[src/rtl/inst_enc.sv]
// miniRV instruction encoder: turns field-level requests into 32-bit words
// with sequential byte addresses on a valid/ready stream; li expands to 1-2 words.
module inst_enc #(
  parameter int ADDR_W    = 16,
  parameter int BASE_ADDR = 0
) (
  input  logic              clock,
  input  logic              reset_n,
  input  logic              req_valid,
  output logic              req_ready,
  input  logic [3:0]        req_op,
  input  logic [3:0]        req_funct,
  input  logic [4:0]        req_rd,
  input  logic [4:0]        req_rs1,
  input  logic [4:0]        req_rs2,
  input  logic [31:0]       req_imm,
  output logic              out_valid,
  input  logic              out_ready,
  output logic [31:0]       out_inst,
  output logic [ADDR_W-1:0] out_addr,
  output logic              err
);

  localparam logic [ADDR_W-1:0] BASE = ADDR_W'(BASE_ADDR);

  localparam logic [3:0] OP_NOP     = 4'd0;
  localparam logic [3:0] OP_ALU_IMM = 4'd1;
  localparam logic [3:0] OP_ALU_REG = 4'd2;
  localparam logic [3:0] OP_LOAD    = 4'd3;
  localparam logic [3:0] OP_STORE   = 4'd4;
  localparam logic [3:0] OP_LUI     = 4'd5;
  localparam logic [3:0] OP_JALR    = 4'd6;
  localparam logic [3:0] OP_EBREAK  = 4'd7;
  localparam logic [3:0] OP_LI      = 4'd8;

  localparam logic [6:0] OPC_IMM   = 7'h13;
  localparam logic [6:0] OPC_REG   = 7'h33;
  localparam logic [6:0] OPC_LOAD  = 7'h03;
  localparam logic [6:0] OPC_STORE = 7'h23;
  localparam logic [6:0] OPC_LUI   = 7'h37;
  localparam logic [6:0] OPC_JALR  = 7'h67;

  typedef enum logic [0:0] {IDLE = 1'b0, SECOND = 1'b1} state_t;

  typedef struct packed {
    logic        legal;
    logic        two;
    logic [31:0] first;
    logic [31:0] second;
  } enc_t;

  function automatic enc_t encode(input logic [3:0] op, input logic [3:0] funct,
                                  input logic [4:0] rd, input logic [4:0] rs1,
                                  input logic [4:0] rs2, input logic [31:0] imm);
    enc_t        e;
    logic [2:0]  f3;
    logic        sub;
    logic        fits12;
    logic        shamt_ok;
    logic [19:0] hi20;
    e        = '0;
    f3       = funct[2:0];
    sub      = funct[3];
    fits12   = (imm[31:11] == 21'h000000) || (imm[31:11] == 21'h1FFFFF);
    shamt_ok = (imm[31:5] == 27'h0);
    // Rounding the upper part up when imm[11] is set compensates the sign-extended addi.
    hi20     = imm[31:12] + {19'h0, imm[11]};
    case (op)
      OP_NOP: begin
        e.legal = 1'b1;
        e.first = 32'h0000_0013;
      end
      OP_EBREAK: begin
        e.legal = 1'b1;
        e.first = 32'h0010_0073;
      end
      OP_ALU_IMM: begin
        case (f3)
          3'b001: begin
            e.legal = !sub && shamt_ok;
            e.first = {7'h00, imm[4:0], rs1, f3, rd, OPC_IMM};
          end
          3'b101: begin
            e.legal = shamt_ok;
            e.first = {1'b0, sub, 5'b00000, imm[4:0], rs1, f3, rd, OPC_IMM};
          end
          default: begin
            e.legal = fits12;
            e.first = {imm[11:0], rs1, f3, rd, OPC_IMM};
          end
        endcase
      end
      OP_ALU_REG: begin
        e.legal = !sub || (f3 == 3'b000) || (f3 == 3'b101);
        e.first = {1'b0, sub, 5'b00000, rs2, rs1, f3, rd, OPC_REG};
      end
      OP_LOAD: begin
        case (f3)
          3'b000, 3'b001, 3'b010, 3'b100, 3'b101: e.legal = fits12;
          default: e.legal = 1'b0;
        endcase
        e.first = {imm[11:0], rs1, f3, rd, OPC_LOAD};
      end
      OP_STORE: begin
        e.legal = fits12 && ((f3 == 3'b000) || (f3 == 3'b001) || (f3 == 3'b010));
        e.first = {imm[11:5], rs2, rs1, f3, imm[4:0], OPC_STORE};
      end
      OP_LUI: begin
        e.legal = (imm[11:0] == 12'h000);
        e.first = {imm[31:12], rd, OPC_LUI};
      end
      OP_JALR: begin
        e.legal = fits12 && (f3 == 3'b000);
        e.first = {imm[11:0], rs1, 3'b000, rd, OPC_JALR};
      end
      OP_LI: begin
        e.legal = 1'b1;
        if (fits12) begin
          e.first = {imm[11:0], 5'd0, 3'b000, rd, OPC_IMM};
        end else begin
          e.first  = {hi20, rd, OPC_LUI};
          e.two    = (imm[11:0] != 12'h000);
          e.second = {imm[11:0], rd, 3'b000, rd, OPC_IMM};
        end
      end
      default: e = '0;
    endcase
    return e;
  endfunction

  state_t            state_r, state_s;
  logic [31:0]       pend_r, pend_s;
  logic              valid_s, err_s, out_hs_s, accept_s;
  logic [31:0]       inst_s;
  logic [ADDR_W-1:0] addr_s;
  enc_t              enc_s;

  assign req_ready = (state_r == IDLE) & (!out_valid | out_ready);
  assign out_hs_s  = out_valid & out_ready;
  assign accept_s  = req_valid & req_ready;

  // Next-state and next-output computation for the encoder FSM.
  always_comb begin
    enc_s   = encode(req_op, req_funct, req_rd, req_rs1, req_rs2, req_imm);
    state_s = state_r;
    pend_s  = pend_r;
    valid_s = out_valid;
    inst_s  = out_inst;
    err_s   = err;
    if (out_hs_s) begin
      addr_s = out_addr + ADDR_W'(4);
    end else begin
      addr_s = out_addr;
    end
    case (state_r)
      SECOND: begin
        if (out_hs_s) begin
          inst_s  = pend_r;
          state_s = IDLE;
        end else begin
          state_s = SECOND;
        end
      end
      IDLE: begin
        if (accept_s && enc_s.legal) begin
          valid_s = 1'b1;
          inst_s  = enc_s.first;
          if (enc_s.two) begin
            state_s = SECOND;
            pend_s  = enc_s.second;
          end else begin
            state_s = IDLE;
          end
        end else if (accept_s) begin
          err_s = 1'b1;
          if (out_hs_s) begin
            valid_s = 1'b0;
          end else begin
            valid_s = out_valid;
          end
        end else if (out_hs_s) begin
          valid_s = 1'b0;
        end else begin
          valid_s = out_valid;
        end
      end
      default: state_s = IDLE;
    endcase
  end

  // State and output registers with synchronous active-low reset.
  always_ff @(posedge clock) begin
    if (!reset_n) begin
      state_r   <= IDLE;
      pend_r    <= 32'h0;
      out_valid <= 1'b0;
      out_inst  <= 32'h0;
      out_addr  <= BASE;
      err       <= 1'b0;
    end else begin
      state_r   <= state_s;
      pend_r    <= pend_s;
      out_valid <= valid_s;
      out_inst  <= inst_s;
      out_addr  <= addr_s;
      err       <= err_s;
    end
  end

endmodule

[config.mk]
export PLATFORM = sky130hd
export DESIGN_NAME = inst_enc
export DESIGN_NICKNAME = d
export VERILOG_FILES = /design/src/rtl/inst_enc.sv
export SDC_FILE = /design/constraint.sdc
export NUM_CORES = 1
export LEC_CHECK = 0
export ABC_AREA = 1
export BUFFER_PORTS_ARGS = -buffer_cell sky130_fd_sc_hd__buf_2
export CORE_MARGIN = 4
export CORE_UTILIZATION = 55
export CTS_CLUSTER_DIAMETER = 80
export DETAILED_ROUTE_END_ITERATION = 7
export HOLD_SLACK_MARGIN = 0.12
export PLACE_DENSITY = 0.81
export SKIP_CTS_REPAIR_TIMING = 1
export SLEW_MARGIN = 0
export SYNTH_ARGS = -nofsm -noshare
export SYNTH_HDL_FRONTEND = slang
export SYNTH_SLANG_ARGS = --single-unit
[constraint.sdc]
create_clock -name clock -period 1.9 [get_ports clock]
set_input_delay 0.38 -clock clock [delete_from_list [all_inputs] [get_ports clock]]
set_output_delay 0.38 -clock clock [all_outputs]
set_load 0.02 [all_outputs]
======== Yosys cells after proc, flatten, opt, wreduce, memory -nomap -nowiden ========
Index checks and enable logic that the tools add are counted.
cells by class
  $add $sub $neg .......................... 2
  eq/ne operators ......................... 15
  multiplexer cells ....................... 19
  bitwise operators ....................... 6
  reductions and logical operators ........ 24
operators with widths
  kind                                            count
  one-hot mux 32 bit (9 select lines)             1
  2-to-1 mux 32 bit                               5
  one-hot mux 32 bit (2 select lines)             2
  zero test 27 bit                                1
  == test 21 bit (second input constant)          1
  zero test 21 bit                                1
  adder 20 x 1 -> 20 bit                          1
  adder 16 x 3 -> 16 bit (second input constant)  1
  == test 4 x 3 -> 1 bit (second input constant)  4
  zero test 12 bit                                1
  nonzero test 12 bit                             1
  == test 4 x 2 -> 1 bit (second input constant)  2
  2-to-1 mux 1 bit                                8
  one-hot mux 1 bit (7 select lines)              1
  == test 3 bit (second input constant)           2
  AND reduction 3 bit                             2
  logical OR 1 bit                                5
  OR reduction 5 bit                              1
  == test 4 x 1 -> 1 bit (second input constant)  1
  == test 4 bit (second input constant)           1
  logical AND 1 bit                               4
  zero test 4 bit                                 1
  != test 2 x 1 -> 1 bit (second input constant)  2
  one-hot mux 1 bit (2 select lines)              2
  other kinds (10)                                15
storage, ports and cells
  bits in registers ....................... 83
  bits of input ports ..................... 59
  output and inout port bits .............. 51
  logic and storage cells ................. 72

======== Longest topological paths before layout ========
Gate-level depths: netlist (run 1).
  word-level depth ........................ 8
  depth in mapped cells ................... 16
  mapped depth without buffers ............ 15

======== Worst setup path before layout (run 1) ========
OpenSTA, ideal clock, no wires.
  kind .................................... input -> register
  start point ............................. in req_imm[11]
  end point ............................... reg out_inst[10]
  setup time .............................. 0.113 ns
  arrival ................................. 1.698 ns
  data required time ...................... 1.787 ns
  path slack .............................. 0.090 ns
  stages .................................. 16
  buffers on the path ..................... 1
  path through ............................ inv_1 ha_1 inv_1 nor3_1 nand2_1 nor2_1 nand2_1 nor2_1 nor2_2 nand2_4 nand2_4 nand2_4 inv_4 buf_4 nor2_1 nor2_1
on the way
  cells in the longest elaborated chain, start to end .. 7
  elaborated cells on any way between the ends .. 14
  those cells by class .................... eq/ne (2); mux (3); reduce/logical (9)
ends and longest elaborated chain
  element                                                     RTL line  text
  start, declared                                             16        input logic [31:0] req_imm,
  == test 21 bit (tied with other cells)                      64        fits12 = (imm[31:11] == 21'h000000) || (imm[31:11] == 21'h1FFFFF);
  logical OR 1 bit or logical AND 1 bit (tied branches)       64, 80
  one-hot mux 1 bit (2 select lines) (tied with other cells)  78        case (f3)
  one-hot mux 1 bit (7 select lines) (*)                      68        case (op)
  logical AND 1 bit (*)                                       165       if (accept_s && enc_s.legal) begin
  != test 2 x 1 -> 1 bit (no line) (*)                        -
  AND reduction 2 bit (no line) (*)                           -
  end signal, assigned                                        204       out_inst <= inst_s;
  end, declared                                               19        output logic [31:0] out_inst,
Every way passes the cells marked *; elsewhere a longest branch is shown, timed or not.
A chain may end at the register's enable or synchronous reset.

======== Worst setup path after layout (run 1) ========
  start point ............................. in req_imm[12]
  end point ............................... reg pend_r[28]
on the way
  cells in the longest elaborated chain, start to end .. 6
  elaborated cells on any way between the ends .. 16
  those cells by class .................... eq/ne (1); mux (7); reduce/logical (8)
ends and longest elaborated chain
  element                                                     RTL line  text
  == test 21 bit (tied with other cells)                      64
  logical OR 1 bit or logical AND 1 bit (tied branches)       64, 80
  one-hot mux 1 bit (2 select lines) (tied with other cells)  78
  one-hot mux 1 bit (7 select lines)                          68
  logical AND 1 bit                                           165
  AND reduction 3 bit (no line)                               -
  end signal, assigned                                        202       pend_r <= pend_s;
  end, declared                                               132       logic [31:0] pend_r, pend_s;
Parallel ways exist; a longest one is shown, timed or not.

==> metrics.yaml, run 1 <==
floorplanning:
  core_area_mm2: 0.008299
  std_cell_rows: 33
  die-area_mm2: 0.01017
  start_util_pct: 57.15
  pin_count: 110
  die_w_um: 100.9
  die_h_um: 100.9
sta:
  skew_ns: 0.01635
  fin_hold_ws_ns: 0.2694
  hold_viol: 0
  setup_violations: 0
  fin_crit_sh_pct: 95.70
  report.final.slew_viol_count: 0
  postLayoutSetupSlackWorst_ns: 0.08179
  max_freq_mhz: 550.0
  layout_min_cycle_time_ns: 1.818
drt:
  drc: 0
  final_antenna_net_count: 0
  drtIter0Drc: 567
  wl_per_cell_um: 16.10
  first_pass_iters: 6
  via_count: 6223
  vias_per_cell: 5.483
  finalWirelength_um: 18280
global_route:
  grt_use_met2_pct: 56.41
  met3_usage_pct: 8.097
  grt_pass1_wl_um: 27740
  met1_usage_pct: 45.54
  antenna_found_initial: 0
  overflow: 0
  grt_max_degree: 38
  grt_pass1_vias: 5734
  grt_use_total_pct: 34.94
  grt-busiest-layer: "met2"
worst_setup_path:
  worst-r2r-cell-count: 10
  crit_chain: "buf_4 > ha_4 > buf_4 > nand2_1 > nor2_2 > nand2_2 > nor2_4 > nand3_2 > nand2_2 > nand2_2 > nand2_4 > nand3_4 > clkbuf_16 > nand2_1 > nand2_1 > nor2_1"
  path_buf_inv: 3
  regToRegEndpoint: "out_addr[14]$_SDFFE_PN0P_"
  critPathSlowestCell: "clkbuf_16"
  worstSetupPathType: "in -> reg"
  worstPathMaxFanout: 16
  max_stage_delay_ns: 0.24
  r2r-start: "out_addr[2]$_SDFFE_PN0P_"
  worstPathRequired_ns: 2.19
  arrival_ns: 2.11
  reg2reg_setup_slack_ns: 0.15
  crit_family: "simple AND/OR/NAND/NOR gates"
  startpoint_type: "primary input"
  end_kind: "register"
finish:
  post-route-util_pct: 78.25
  drive_gt1_share_pct: 28.35
  fillCellCount: 620
  nets: 1088
  final_cell_area_mm2: 0.006494
  antennaDiodeCount: 0
  area_growth_pct: 36.90
hold_path:
  min_path_cells: 3
  worstHoldStart: "req_rd[2]"
  hold_class: "in -> reg"
  min_to: "pend_r[17]$_SDFFE_PN0P_"
yosys:
  syn_area_mm2: 0.004743
  synthArstFlopShare_pct: 0
  yosysWarnings: 0
  yosysSeqAreaShare_pct: 27.43
  synth-edff-count: 0
  synth.avg_cell_area_um2: 5.763
  synthFlopType: "dfxtp_1"
  syn-instance-count: 823
  synthDistinctLibCells: 40
  synth-seq-cells: 65
clocking:
  clk_path_buf_depth: 2
  cts_tree: "done"
  root_buffer: "clkbuf_8"
  h-tree-depth: 3
  cts_buffers: 9
  clock_latency_ns: 0.36
  clkTransAtPathRegs_ns: 0.07
  cts.sinks: 65
pwr:
  comb_power_share_pct: 24.0
  ir_drop_v: 0.0005218
  clkPwrFrac_pct: 35.1
  power_density_mw_per_mm2: 539.0
  internal_power_mw: 2.356
  power_frac_seq_pct: 40.9
  p_switching_mw: 1.144
  p_sw_share_pct: 32.67
  p_leak_nw: 3.478
outcome:
  run_status: "complete, no violations"
placement:
  placed_area_mm2: 0.006087
  pre_cts_ws_ns: -0.2998
  dp_hpwl_um: 14130
  port_buffers: 106
  place.gp.congestion: 1.040
run:
  max_cap_violations: 0
## placed cells by master, fill, tap and decap left out, types with 6 or more instances in the layout
master and instances:
dfxtp_1 62, buf_4 105, a21oi_1 36, nand3_1 45, inv_1 89, nand2_1 251, buf_2 104, o21ai_0 32
nand4_1 6, nand2_2 8, nor2_2 17, nor2_1 155, clkbuf_8 9, nand3_2 8, nand3b_1 27, a22oi_1 9
## worst register-to-register path: cells and delay by family (launching register included)
kind	cells	cell delay, ns
AND/OR/NAND/NOR	8	0.92
adder cells (fa/ha/maj)	1	0.20
AO/OA/AOI/OAI	1	0.13
flip-flops	1	0.38
## kinds of logic after synthesis
logic type / share of synthesized area [%]
xor+xnor: 0.5540
other cells: 0.07906
simple gates: 49.01
buf+inv: 11.24
compound gates: 10.63
flops: 27.43
fa+ha+maj: 1.055
## routing by layer
metal / routed length [um] / share of wire [%]
met5: 0 / 0
met4: 647 / 3.5
met1: 7262 / 40
met3: 2131 / 12
met2: 8237 / 45
## cells in the mapped netlist (7+ instances only)
cell type  number  area, um2
nor2_1        167      626.9
inv_1          90      337.8
nand2_1       253      949.7
dfxtp_1        65       1301
buf_2           7      35.03
clkbuf_1        8      30.03
a22oi_1         9      67.56
nand3_1        50      250.2
o21ai_0        35      175.2
a21oi_1        37      185.2
nand3b_1       27      202.7
buf_4           8      60.06
## worst max path at each step
stage	end	depth (start not counted)	from	slack (ns)
3_5_place_dp	out_inst[16]$_SDFFE_PN0P_	13	req_imm[11]	-0.30
2_1_floorplan	out_inst[10]$_SDFFE_PN0P_	16	req_imm[11]	0.09
6_report	pend_r[28]$_SDFFE_PN0P_	16	req_imm[12]	0.08
4_1_cts	out_addr[14]$_SDFFE_PN0P_	11	out_valid$_SDFFE_PN0P_	-0.07
3_3_place_gp	out_inst[21]$_SDFFE_PN0P_	16	req_imm[11]	-0.27
5_1_grt	pend_r[28]$_SDFFE_PN0P_	13	req_op[0]	-0.02
## state kept, by name, indices dropped and copies added (netlist names)
| name | flops |
|---|---|
| err | 1 |
| out_addr | 14 |
| out_inst | 30 |
| out_valid | 1 |
| pend_r | 18 |
| state_r | 1 |
## power groups by stage
stage	sequential, mW	combinational, mW	clock [mW]
after floorplan	1.51	0.364	0
after detailed placement	1.46	0.795	0
after CTS	1.43	0.802	1.24
final	1.43	0.839	1.23
after global placement	1.46	0.785	0
after global routing	1.44	0.909	1.29
## through the flow
step	TNS, ns	cells	total power, mW
5_1_grt	-0.09741	1135	3.637
6_report	0	1135	3.500
2_1_floorplan	0	825	1.870
3_5_place_dp	-12.05	1115	2.256
3_3_place_gp	-10.47	1115	2.243
4_1_cts	-0.1445	1131	3.468
## cell type report
type	instances	area, um2	area share, %
inverters	97	369.1	5.684
well taps	105	131.4	2.023
multi-input cells	635	3012	46.38
flip-flops and latches	65	1305	20.10
clock inverters	7	77.57	1.195
clock buffers	9	123.9	1.908
repair buffers	217	1475	22.72
(Power assumes the default switching activity.)
==> run 2, diff against run 1 <==
==> constraint.sdc (replaced) <==
create_clock -name clock -period 1.9 [get_ports clock]
set_input_delay 0.475 -clock clock [delete_from_list [all_inputs] [get_ports clock]]
set_output_delay 0.475 -clock clock [all_outputs]
set_load 0.02 [all_outputs]
==> run 2 against run 1 <==
Against the previous run: global-route usage is 0.78 points higher; critical path depth is 2 lower; sequential power hardly changed; critical endpoint is now pend_r[31]$_SDFFE_PN0P_.
==> metrics.yaml, run 2 (synthesis results as in run 1) <==
worst_setup_path:
  reg2reg_setup_slack_ns: 0.19  # was 0.15 ns
  worstPathRequired_ns: 2.18  # was 2.19 ns
  arrival_ns: 2.17  # was 2.11 ns
  worst-r2r-cell-count: 8  # was 10
  worstSetupPathType: "in -> reg"  # unchanged
  r2r-start: "out_valid$_SDFFE_PN0P_"  # was out_addr[2]$_SDFFE_PN0P_
  startpoint_type: "primary input"  # unchanged
  end_kind: "register"  # unchanged
  regToRegEndpoint: "out_inst[25]$_SDFFE_PN0P_"  # was out_addr[14]$_SDFFE_PN0P_
  worstPathMaxFanout: 12  # was 16
clocking:
  clock_latency_ns: 0.35  # was 0.36 ns
  h-tree-depth: 3  # unchanged
  cts.sinks: 65  # unchanged
  root_buffer: "clkbuf_8"  # unchanged
  clk_path_buf_depth: 2  # unchanged
  cts_buffers: 9  # unchanged
  clkTransAtPathRegs_ns: 0.09  # was 0.07 ns
  cts_tree: "done"  # unchanged
finish:
  area_growth_pct: 39.78  # was 36.90%
  layout.cells.non_filler: 1151  # was 1135
  post-route-util_pct: 79.89  # was 78.25%
  largest_register_ffs: 30  # unchanged
  largest_registers: "out_inst: 30 flops, pend_r: 18 flops, out_addr: 14 flops"  # unchanged
  regMostFlops: "out_inst"  # unchanged
  drive_gt1_share_pct: 29.83  # was 28.35%
  final_common_cell: "nand2_1"  # unchanged
  layout.cells.most_common_list: "nand2_1 (252), nor2_1 (148), buf_4 (122), buf_2 (104), inv_1 (87)"  # was nand2_1 (251), nor2_1 (155), buf_4 (105), buf_2 (104), inv_1 (89)
  nets: 1104  # was 1088
  antennaDiodeCount: 0  # unchanged
hold_path:
  hold_class: "in -> reg"  # unchanged
  worstHoldStart: "req_rd[0]"  # was req_rd[2]
  min_to: "pend_r[15]$_SDFFE_PN0P_"  # was pend_r[17]$_SDFFE_PN0P_
  min_path_cells: 3  # unchanged
pwr:
  power_density_mw_per_mm2: 537.8  # was 539.0 mW/mm2
  power_mw: 3.566  # was 3.500 mW
  p_leak_nw: 3.563  # was 3.478 nW
  ir_drop_v: 0.0005446  # was 0.0005218 V
sta:
  fin_crit_sh_pct: 98.99  # was 95.70%
  setup_violations: 0  # unchanged
  fin_hold_ws_ns: 0.3801  # was 0.2694 ns
  report.final.slew_viol_count: 0  # unchanged
  hold_viol: 0  # unchanged
  postLayoutSetupSlackWorst_ns: 0.01912  # was 0.08179 ns
  max_freq_mhz: 531.7  # was 550.0 MHz
  layout_min_cycle_time_ns: 1.881  # was 1.818 ns
  skew_ns: 0.02328  # was 0.01635 ns
floorplanning:
  core_area_mm2: 0.008299  # unchanged
  die-area_mm2: 0.01017  # unchanged
  pin_count: 110  # unchanged
  std_cell_rows: 33  # unchanged
  die_w_um: 100.9  # unchanged
  die_h_um: 100.9  # unchanged
  start_util_pct: 57.15  # unchanged
drt:
  final_antenna_net_count: 0  # unchanged
  wl_per_cell_um: 16.28  # was 16.10 um
  first_pass_iters: 6  # unchanged
  vias_per_cell: 5.540  # was 5.483
  via_count: 6376  # was 6223
  drc: 0  # unchanged
  finalWirelength_um: 18740  # was 18280 um
  drtIter0Drc: 625  # was 567
global_route:
  grt_pass1_wl_um: 28580  # was 27740 um
  overflow: 0  # unchanged
  grt_use_total_pct: 35.72  # was 34.94%
  grt_pass1_vias: 5992  # was 5734
  grt_max_degree: 45  # was 38
  antenna_found_initial: 0  # unchanged
placement:
  dp_cells: 1131  # was 1115
  port_buffers: 106  # unchanged
  pre_cts_ws_ns: -0.3747  # was -0.2998 ns
  place.gp.congestion: 1.081  # was 1.040
  dp_hpwl_um: 14290  # was 14130 um
outcome:
  run_status: "complete, no violations"  # unchanged
run:
  max_cap_violations: 0  # unchanged
==> run 2: changes by cell type in the layout (fill, tap and decap cells not counted), moves of 3 or more <==
cell	before	now
nor2_1	155	148
nand2_2	8	5
nor2_2	17	22
buf_4	105	122
==> run 2: per-stage QoR <==
step,instance area (um2),setup TNS (ns)
after floorplan,4771,0
after global placement,6207,-13.02
after detailed placement,6207,-14.11
after CTS,6411,-0.1017
after global routing,6630,-0.4843
final,6630,0
==> run 2: report_power, final <==
group	leakage [nW]	internal (mW)	switching [mW]	total, mW
Clock	0.107	0.647	0.603	1.25
Combinational	2.93	0.357	0.526	0.884
Sequential	0.529	1.41	0.0259	1.43
==> run 2: metal layers <==
metal | up-vias | global-route usage (%) | part of all wire [%] | routed length [um]
li1 | 3012 | - | - | -
met4 | 0 | 15.23 | 4.6 | 867
met1 | 2916 | 46.19 | 39 | 7307
met2 | 378 | 57.47 | 46 | 8604
met5 | - | 0 | 0 | 0
met3 | 70 | 7.474 | 10 | 1959
==> run 2: how the worst max path moves through the flow <==
stage / from / to / slack (ns) / cells after the start
6_report: req_imm[28] / pend_r[31]$_SDFFE_PN0P_ / 0.02 / 14
4_1_cts: req_imm[11] / out_inst[24]$_SDFFE_PN0P_ / -0.04 / 15
3_5_place_dp: req_imm[11] / out_inst[22]$_SDFFE_PN0P_ / -0.37 / 14
2_1_floorplan: req_imm[11] / out_inst[10]$_SDFFE_PN0P_ / 0.02 / 16
5_1_grt: req_imm[23] / out_inst[25]$_SDFFE_PN0P_ / -0.07 / 15
3_3_place_gp: req_imm[11] / out_inst[16]$_SDFFE_PN0P_ / -0.38 / 12
==> run 2: layout make-up <==
cell class / instances / area [um2]
clock buffer: 10 / 137.6
clock inverter: 6 / 66.31
fill: 606 / 1669
inverter: 97 / 371.6
multi-input combinational: 636 / 3060
sequential: 65 / 1305
tap: 105 / 131.4
timing repair buffer: 232 / 1558
==> run 2: worst max-delay path, cell delays in order <==
cell,delay (ns)
buf_2,0.13
nor2_1,0.14
and2_1,0.16
nand2_1,0.07
nor2_2,0.16
inv_1,0.08
nor2_2,0.14
nor2_2,0.07
nand2_4,0.10
nand3_4,0.16
clkbuf_16,0.22
nand2_1,0.06
nand2_1,0.07
nor2_1,0.13
